==> config.mk <==
export PLATFORM = sky130hd
export DESIGN_NAME = ntt_ctrl
export DESIGN_NICKNAME = d
export VERILOG_FILES = /design/src/rtl/ntt_ctrl.sv
export SDC_FILE = /design/constraint.sdc
export NUM_CORES = 1
export LEC_CHECK = 0
export CORE_ASPECT_RATIO = 0.5
export CORE_MARGIN = 5
export CORE_UTILIZATION = 55
export CTS_BUF_LIST = sky130_fd_sc_hd__clkbuf_8
export DETAILED_ROUTE_END_ITERATION = 8
export PLACE_DENSITY = 0.78
export SLEW_MARGIN = 0
export SYNTH_ARGS = -nofsm -noshare
export SYNTH_HDL_FRONTEND = slang
export SYNTH_SLANG_ARGS = --single-unit
export TNS_END_PERCENT = 1
==> constraint.sdc <==
create_clock -name clk -period 8.7 [get_ports clk]
set_input_delay 1.305 -clock clk [delete_from_list [all_inputs] [get_ports clk]]
set_output_delay 1.305 -clock clk [all_outputs]
set_load 0.02 [all_outputs]
==> src/rtl/ntt_ctrl.sv <==
// Address/handshake sequencer for an in-place Gentleman-Sande (DIF) NTT built around one
// pipelined butterfly: issues N/2 butterflies per stage, drains the pipe, then advances.
module ntt_ctrl #(
  parameter int LOG_N  = 8,
  parameter int BF_LAT = 2
) (
  input  logic             clk,
  input  logic             rst,
  input  logic             start,
  output logic             busy,
  output logic             done,
  output logic [LOG_N-1:0] stage,
  output logic             rd_en,
  output logic [LOG_N-1:0] rd_addr0,
  output logic [LOG_N-1:0] rd_addr1,
  output logic [LOG_N-2:0] tw_addr,
  output logic             wr_en,
  output logic [LOG_N-1:0] wr_addr0,
  output logic [LOG_N-1:0] wr_addr1
);

  localparam int KW = LOG_N - 1;
  localparam int CW = $clog2(BF_LAT + 1);
  localparam logic [LOG_N-1:0] LAST_STAGE = LOG_N'(LOG_N - 1);
  localparam logic [KW-1:0]    LAST_K     = '1;
  localparam logic [CW-1:0]    LAST_CNT   = CW'(BF_LAT - 1);

  typedef enum logic [1:0] {
    S_IDLE,
    S_ISSUE,
    S_DRAIN,
    S_DONE
  } state_t;

  state_t           state;
  state_t           nxt_state;
  logic [KW-1:0]    k;
  logic [KW-1:0]    nxt_k;
  logic [LOG_N-1:0] nxt_stage;
  logic [CW-1:0]    cnt;
  logic [CW-1:0]    nxt_cnt;

  // Butterfly span for stage s: 2^(LOG_N-1-s).
  function automatic logic [LOG_N-1:0] half_of(input logic [LOG_N-1:0] s);
    return LOG_N'(1) << (LAST_STAGE - s);
  endfunction

  // x0 address: group index g placed above a (LOG_N-s)-bit offset, plus j within the group.
  function automatic logic [LOG_N-1:0] addr0_of(input logic [LOG_N-1:0] s,
                                               input logic [KW-1:0]    kk);
    logic [LOG_N-1:0] sh;
    logic [LOG_N-1:0] kx;
    sh = LAST_STAGE - s;
    kx = {1'b0, kk};
    return ((kx >> sh) << (sh + LOG_N'(1))) | (kx & (half_of(s) - LOG_N'(1)));
  endfunction

  // Twiddle index j << s; j < 2^(LOG_N-1-s), so the shift never leaves LOG_N-1 bits.
  function automatic logic [KW-1:0] tw_of(input logic [LOG_N-1:0] s,
                                         input logic [KW-1:0]    kk);
    logic [KW-1:0] mask;
    mask = KW'(half_of(s) - LOG_N'(1));
    return (kk & mask) << s;
  endfunction

  always_ff @(posedge clk or posedge rst) begin
    if (rst) state <= S_IDLE;
    else     state <= nxt_state;
  end

  always_comb begin
    nxt_state = state;
    nxt_k     = k;
    nxt_stage = stage;
    nxt_cnt   = cnt;
    case (state)
      S_IDLE: begin
        if (start) begin
          nxt_state = S_ISSUE;
          nxt_k     = '0;
          nxt_stage = '0;
        end
      end
      S_ISSUE: begin
        nxt_k   = k + KW'(1);
        nxt_cnt = '0;
        if (k == LAST_K) nxt_state = S_DRAIN;
      end
      S_DRAIN: begin
        nxt_cnt = cnt + CW'(1);
        if (cnt == LAST_CNT) begin
          if (stage == LAST_STAGE) begin
            nxt_state = S_DONE;
          end else begin
            nxt_state = S_ISSUE;
            nxt_stage = stage + LOG_N'(1);
            nxt_k     = '0;
          end
        end
      end
      S_DONE:  nxt_state = S_IDLE;
      default: nxt_state = S_IDLE;
    endcase
  end

  always_comb begin
    busy  = (state == S_ISSUE) || (state == S_DRAIN);
    done  = (state == S_DONE);
    rd_en = (state == S_ISSUE);
  end

  // Issue stage: addresses are computed from the next (stage, k) so they are registered
  // and valid in the same cycle rd_en is high.
  always_ff @(posedge clk or posedge rst) begin
    if (rst) begin
      k        <= '0;
      stage    <= '0;
      cnt      <= '0;
      rd_addr0 <= '0;
      rd_addr1 <= '0;
      tw_addr  <= '0;
    end else begin
      k     <= nxt_k;
      stage <= nxt_stage;
      cnt   <= nxt_cnt;
      if (nxt_state == S_ISSUE) begin
        rd_addr0 <= addr0_of(nxt_stage, nxt_k);
        rd_addr1 <= addr0_of(nxt_stage, nxt_k) + half_of(nxt_stage);
        tw_addr  <= tw_of(nxt_stage, nxt_k);
      end
    end
  end

  logic [BF_LAT-1:0] vld_p;
  logic [LOG_N-1:0]  a0_p [BF_LAT];
  logic [LOG_N-1:0]  a1_p [BF_LAT];

  // Write-back delay line: addresses only move with a valid entry, so the tail holds the
  // last written pair while wr_en is low.
  always_ff @(posedge clk or posedge rst) begin
    if (rst) begin
      vld_p <= '0;
      for (int i = 0; i < BF_LAT; i++) begin
        a0_p[i] <= '0;
        a1_p[i] <= '0;
      end
    end else begin
      vld_p[0] <= rd_en;
      if (rd_en) begin
        a0_p[0] <= rd_addr0;
        a1_p[0] <= rd_addr1;
      end
      for (int i = 1; i < BF_LAT; i++) begin
        vld_p[i] <= vld_p[i-1];
        if (vld_p[i-1]) begin
          a0_p[i] <= a0_p[i-1];
          a1_p[i] <= a1_p[i-1];
        end
      end
    end
  end

  assign wr_en    = vld_p[BF_LAT-1];
  assign wr_addr0 = a0_p[BF_LAT-1];
  assign wr_addr1 = a1_p[BF_LAT-1];

endmodule

==> results of run 1 <==
-- logic make-up after synthesis --
group,after synthesis,share of synthesized area
buffers and inverters,77,0.0712
adders and majority gates,19,0.0483
AOI/OAI and AO/OA,141,0.204
DFF,76,0.375
xor gates and xnor gates,16,0.0276
and+or+nand+nor,169,0.173
muxes,46,0.102
-- synth_stat cells (5+ instances only) --
library cell	instances
a21o_1	5
a21oi_1	18
a31oi_1	7
and3_1	7
buf_2	7
buf_4	17
clkbuf_1	19
dfrtp_1	76
ha_1	18
inv_1	26
mux2_2	41
nand2_1	53
nand3_1	29
nand4_1	8
nor2_1	21
nor3_1	15
o21a_1	5
o21ai_0	31
o21ai_1	7
o31ai_1	7
or3_1	5
xnor2_1	13
-- through the flow --
step | total power, mW | cells | hold WS, ns
after global routing | 0.653 | 688 | 0.518
after detailed placement | 0.369 | 673 | 0.473
after global placement | 0.368 | 673 | 0.465
final | 0.631 | 688 | 0.485
after CTS | 0.635 | 688 | 0.491
after floorplan | 0.365 | 544 | 0.352
-- final timing paths --
path / start / to / slack [ns]
min in group asynchronous: rst / k[0]$_DFF_PP0_ / 1.57
max in group asynchronous: rst / stage[5]$_DFF_PP0_ / 6.51
hold / removal: tw_addr[3]$_DFFE_PP0N_ / tw_addr[3]$_DFFE_PP0N_ / 0.49
hold reg to reg: tw_addr[3]$_DFFE_PP0N_ / tw_addr[3]$_DFFE_PP0N_ / 0.49
setup / recovery: start / rd_addr1[7]$_DFFE_PP0N_ / 1.96
setup reg to reg: state[0]$_DFF_PP0_ / rd_addr1[7]$_DFFE_PP0N_ / 2.34
-- flip-flops by register name, indices dropped and copies added (netlist names) --
name	cells
a1_p	8
rd_addr1	8
state	2
tw_addr	7
stage	8
a0_p	8
rd_addr0	8
k	7
vld_p	2
wr_addr1	8
cnt	2
wr_addr0	8
-- layout make-up --
type / instances / area (sq um)
sequential: 76 / 1900
multi-input combinational: 391 / 2810
clock inverter: 6 / 65.1
clock buffer: 9 / 124
inverter: 30 / 113
timing repair buffer: 59 / 576
tap: 117 / 146
fill: 773 / 3120
-- report_power, final --
part | internal [mW] | switching (mW) | total, mW
Combinational | 0.00114 | 0.00685 | 0.00799
Sequential | 0.353 | 0 | 0.353
Clock | 0.131 | 0.138 | 0.270
-- per-layer routing --
layer	share of wire	wire length [um]
met5	0	0
met4	0.0087	110
met3	0.084	1070
met2	0.43	5400
met1	0.48	6130
-- worst reg2reg max path: stages, from the launching register on --
cell and delay [ns]:
dfrtp_1 0.42, inv_1 0.10, ha_1 0.42, mux2i_2 0.52, nand2_1 0.10, o21ai_1 0.47, inv_1 0.24, ha_1 0.37
a2111oi_0 0.55, o31ai_1 0.16, buf_4 0.20, or3_1 0.36, ha_1 0.34, nor2_1 0.15, a21o_1 0.18, ha_1 0.25
a21o_1 0.15, a21oi_1 0.21, o21bai_1 0.09, a21oi_1 0.21, o21bai_1 0.08, a21oi_1 0.19, xor2_1 0.20, nor3_1 0.07
o31ai_2 0.22
==> results_dict.tcl, run 1 <==
set metrics [dict create \
    die_area_sq_mm 0.0114 \
    busiest_layer "met1" \
    ys_seq_area_frac 0.375 \
    setup_viol 0 \
    layout-area-overhead-vs-synth_pct 13.0 \
    slew_violations 0 \
    drt-vias-per-instance 6.24 \
    wl_per_cell_um 18.5 \
    die_h_um 77.9 \
    ant_nets 0 \
    tightest_slew_ns 0.946 \
    finalWorstSetupSlack_ns 1.96 \
    cts_tree "done" \
    cp_max_fo 12 \
    period_share 0.775 \
    syn_area_sq_mm 0.00508 \
    pin_count 54 \
    drc 0 \
    synth-seq-cells 76 \
    post-route-min-period_ns 6.74 \
    start_util 0.573 \
    finalNetCount 589 \
    grt_use_met2 0.339 \
    avgSynthCellArea_sq_um 9.33 \
    powerDensity_mw_per_mm2 110 \
    path_depth 23 \
    path_clk_slew_ns 0.08 \
    drive_gt1_frac 0.145 \
    yosysTopAreaCell "dfrtp_1" \
    antenna_found_initial 0 \
    critPathBufInv 3 \
    slowest_stage "a2111oi_0" \
    clock_sinks 76 \
    crit_arrival_ns 7.01 \
    tns_ns 0 \
    grt_overflow 0 \
    hold_class "flip-flop to flip-flop" \
    cts_buffer_depth 2 \
    required_ns 8.97 \
    netlist.area_leader.share 0.375 \
    cp-end-kind "flip-flop" \
    grt_use_met3 0.0611 \
    whs_path_depth 2 \
    vdd_ir_drop_max_uv 51.1 \
    synth_edf_count 0 \
    drt_wl_total_um 12700 \
    initialDrtViolationCount 301 \
    grt_pass1_vias 4014 \
    fmax_ghz 0.148 \
    grt_pass1_wl_um 21200 \
    grt_setup_unrepaired "false" \
    postCtsResizedCells 0 \
    rows 24 \
    final_area_sq_mm 0.00574 \
    synthCells 544 \
    final_util 0.648 \
    design.core.area_sq_mm 0.00886 \
    hold_viol_final 0 \
    post-cts-setup-buffer-count 0 \
    dpl_worst_slack_ns 1.66 \
    cp_cell_sequence "clkdlybuf4s50_1 -> mux2i_2 -> nand2_1 -> o21ai_1 -> inv_1 -> ha_1 -> a2111oi_0 -> o31ai_1 -> buf_4 -> or3_1 -> ha_1 -> nor2_1 -> a21o_1 -> ha_1 -> a21o_1 -> a21oi_1 -> o21bai_1 -> a21oi_1 -> o21bai_1 -> a21oi_1 -> xor2_1 -> nor3_1 -> o31ai_2" \
    vias 4294 \
    clk_latency_ns 0.36 \
    placed_cell_area_sq_mm 0.00555 \
    leakage_nw 2.38 \
    place.gp.congestion 0.911 \
    synth.distinct_cells 78 \
    portBuffers 53 \
    met1_usage 0.339 \
    startpoint_type "input port" \
    path_delay_family "compound AO/OA/AOI/OAI gates" \
    clock_skew_ns 0.0111 \
    antenna_cells 0 \
    clock-root-buffer "clkbuf_8" \
    grt_max_degree 77 \
    max_stage_delay_ns 0.55 \
    reg2reg_depth 24 \
    run_status "finished clean" \
    grt_usage 0.230 \
    layout_commonest_cell "dfrtp_1" \
    synth_ff_type "dfrtp_1" \
    hold_buffers 0 \
    htree_levels 3 \
    yosys-top-cells-area "dfrtp_1 (37%), mux2_2 (9.1%), ha_1 (4.4%), nand2_1 (3.9%), o21ai_0 (3.1%)" \
    dpl.hpwl_um 9100 \
    maxCapViolations 0 \
    slew_headroom 0.370 \
    path_class "input port to flip-flop" \
    first_pass_iters 5 \
    die_w_um 146 \
    synth_warnings 0 \
    cts_buffers 9 \
    syn-num-nets 566 \
    ys_async_sr_fraction 1.00 \
    layout_common_cells "dfrtp_1 (76), nand2_1 (53), clkdlybuf4s50_1 (53), mux2_2 (41), o21ai_0 (31)" \
]
(Power assumes the default switching activity.)
==> inputs of run 2 (changes only) <==
--- a/config.mk
+++ b/config.mk
@@ -7,7 +7,7 @@
 export LEC_CHECK = 0
 export CORE_ASPECT_RATIO = 0.5
 export CORE_MARGIN = 5
-export CORE_UTILIZATION = 55
+export CORE_UTILIZATION = 53
 export CTS_BUF_LIST = sky130_fd_sc_hd__clkbuf_8
 export DETAILED_ROUTE_END_ITERATION = 8
 export PLACE_DENSITY = 0.78
==> constraint.sdc (replaced) <==
create_clock -name clk -period 6 [get_ports clk]
set_input_delay 0.9 -clock clk [delete_from_list [all_inputs] [get_ports clk]]
set_output_delay 0.9 -clock clk [all_outputs]
set_load 0.02 [all_outputs]
==> run 2 against run 1 <==
Non-clock buffer count up 17. Sequential power grew 45%. Routed wire length down 0.20%. Register-to-register slack got worse by 1.8 ns. Critical endpoint unchanged.
==> results_dict.tcl, run 2 (synthesis results as in run 1) <==
set metrics [dict create \
    vias 4387 \
    hold_viol_final 0 \
    ant_nets 0 \
    dpl.hpwl_um 9270 \
    rows 25 \
    crit_arrival_ns 5.77 \
    cts_buffers 9 \
    die_w_um 148 \
    first_pass_iters 5 \
    drt_wl_total_um 12700 \
    r2r-start "cnt[1]$_DFFE_PP0P_" \
    period_share 0.915 \
    hold_class "flip-flop to flip-flop" \
    wl_per_cell_um 17.9 \
    grt_pass1_wl_um 21500 \
    layout_common_cells "dfrtp_1 (76), nand2_1 (53), clkdlybuf4s50_1 (53), mux2_2 (41), o21ai_0 (31)" \
    layout-area-overhead-vs-synth_pct 15.9 \
    powerDensity_mw_per_mm2 157 \
    rrSetupSlack_ns 0.58 \
    cp_max_fo 8 \
    instances_no_fill 709 \
    drc 0 \
    maxCapViolations 0 \
    power.total_mw 0.926 \
    antenna_found_initial 0 \
    grt_max_degree 77 \
    antenna_cells 0 \
    slew_violations 0 \
    clk_latency_ns 0.36 \
    drive_gt1_frac 0.172 \
    r2r_end "rd_addr1[7]$_DFFE_PP0N_" \
    startpoint_type "input port" \
    layout_commonest_cell "dfrtp_1" \
    clock_skew_ns 0.0107 \
    pin_count 54 \
    worstHoldStart "cnt[0]$_DFFE_PP0P_" \
    tns_ns 0 \
    cts_buffer_depth 2 \
    portBuffers 53 \
    start_util 0.541 \
    required_ns 6.28 \
    design.core.area_sq_mm 0.00938 \
    post-cts-setup-buffer-count 0 \
    setup_viol 0 \
    placed_cell_area_sq_mm 0.00568 \
    tightest_slew_ns 0.956 \
    cp-end-kind "flip-flop" \
    holdWs_ns 0.488 \
    grt_usage 0.229 \
    run_status "finished clean" \
    post-route-min-period_ns 5.49 \
    htree_levels 3 \
    drt-vias-per-instance 6.19 \
    grt_setup_unrepaired "false" \
    final_area_sq_mm 0.00588 \
    die_area_sq_mm 0.0118 \
    clock-root-buffer "clkbuf_8" \
    holdPathEnd "cnt[0]$_DFFE_PP0P_" \
    finalNetCount 606 \
    cts_tree "done" \
    grt_overflow 0 \
    hold_buffers 0 \
    whs_path_depth 1 \
    die_h_um 79.2 \
    vdd_ir_drop_max_uv 85.4 \
    slew_headroom 0.362 \
    reg2reg_depth 25 \
    finalWorstSetupSlack_ns 0.508 \
    fmax_ghz 0.182 \
    path_clk_slew_ns 0.08 \
    final_util 0.627 \
    leakage_nw 2.46 \
    grt_pass1_vias 4181 \
    place.gp.congestion 0.985 \
    path_class "input port to flip-flop" \
    initialDrtViolationCount 305 \
    dp_cells 694 \
    clock_sinks 76 \
    dpl_worst_slack_ns 0.164 \
]
## run 2: worst max-delay path, cell delays in order
cell,delay [ns]
clkdlybuf4s50_1,0.51
mux2i_2,0.14
a211oi_1,0.42
nor2_1,0.11
inv_1,0.10
ha_1,0.17
buf_4,0.16
o21ai_0,0.09
nor4_1,0.31
o31ai_1,0.16
or3_1,0.36
ha_1,0.32
nor2_1,0.16
a21o_1,0.20
ha_1,0.26
a21o_1,0.15
a21oi_1,0.21
o21bai_1,0.08
a21oi_1,0.21
o21bai_1,0.09
a21oi_1,0.17
xor2_1,0.20
nor3_1,0.08
o31ai_2,0.20
## run 2: area by class of cell
cell class              count  area [sq um]
fillers                   815          3500
multi-input cells         391          2820
flip-flops and latches     76          1900
repair buffers             76           703
well taps                 121           151
clock buffers              10           138
inverters                  30           113
clock inverters             5          60.1
## run 2: metal layers
layer | global-route usage | part of all wire
met1 | 0.331 | 0.49
met2 | 0.346 | 0.44
met3 | 0.0485 | 0.065
met4 | 0.0664 | 0.015
met5 | 0 | 0
## run 2: worst max path at each step
| stage | endpoint | cells past startpoint | slack (ns) | start |
|---|---|---|---|---|
| after floorplan | rd_addr1[7]$_DFFE_PP0N_ | 24 | 0.49 | start |
| after global placement | rd_addr1[7]$_DFFE_PP0N_ | 24 | 0.34 | start |
| after detailed placement | rd_addr1[7]$_DFFE_PP0N_ | 22 | 0.16 | start |
| after CTS | rd_addr1[7]$_DFFE_PP0N_ | 22 | 0.56 | start |
| after global routing | rd_addr1[7]$_DFFE_PP0N_ | 24 | 0.005 | start |
| final | rd_addr1[7]$_DFFE_PP0N_ | 24 | 0.51 | start |
## run 2: report_power, final
group          leakage, nW  switching, mW  internal (mW)  total [mW]
Combinational         1.48         0.0101        0.00165      0.0118
Sequential           0.887              0          0.512       0.512
Clock               0.0992          0.199          0.203       0.402
## run 2: what timing repair did
item	CTS	global route
setup endpoints to repair	0	1
endpoints found under the hold margin	0	0
resized for setup	0	2
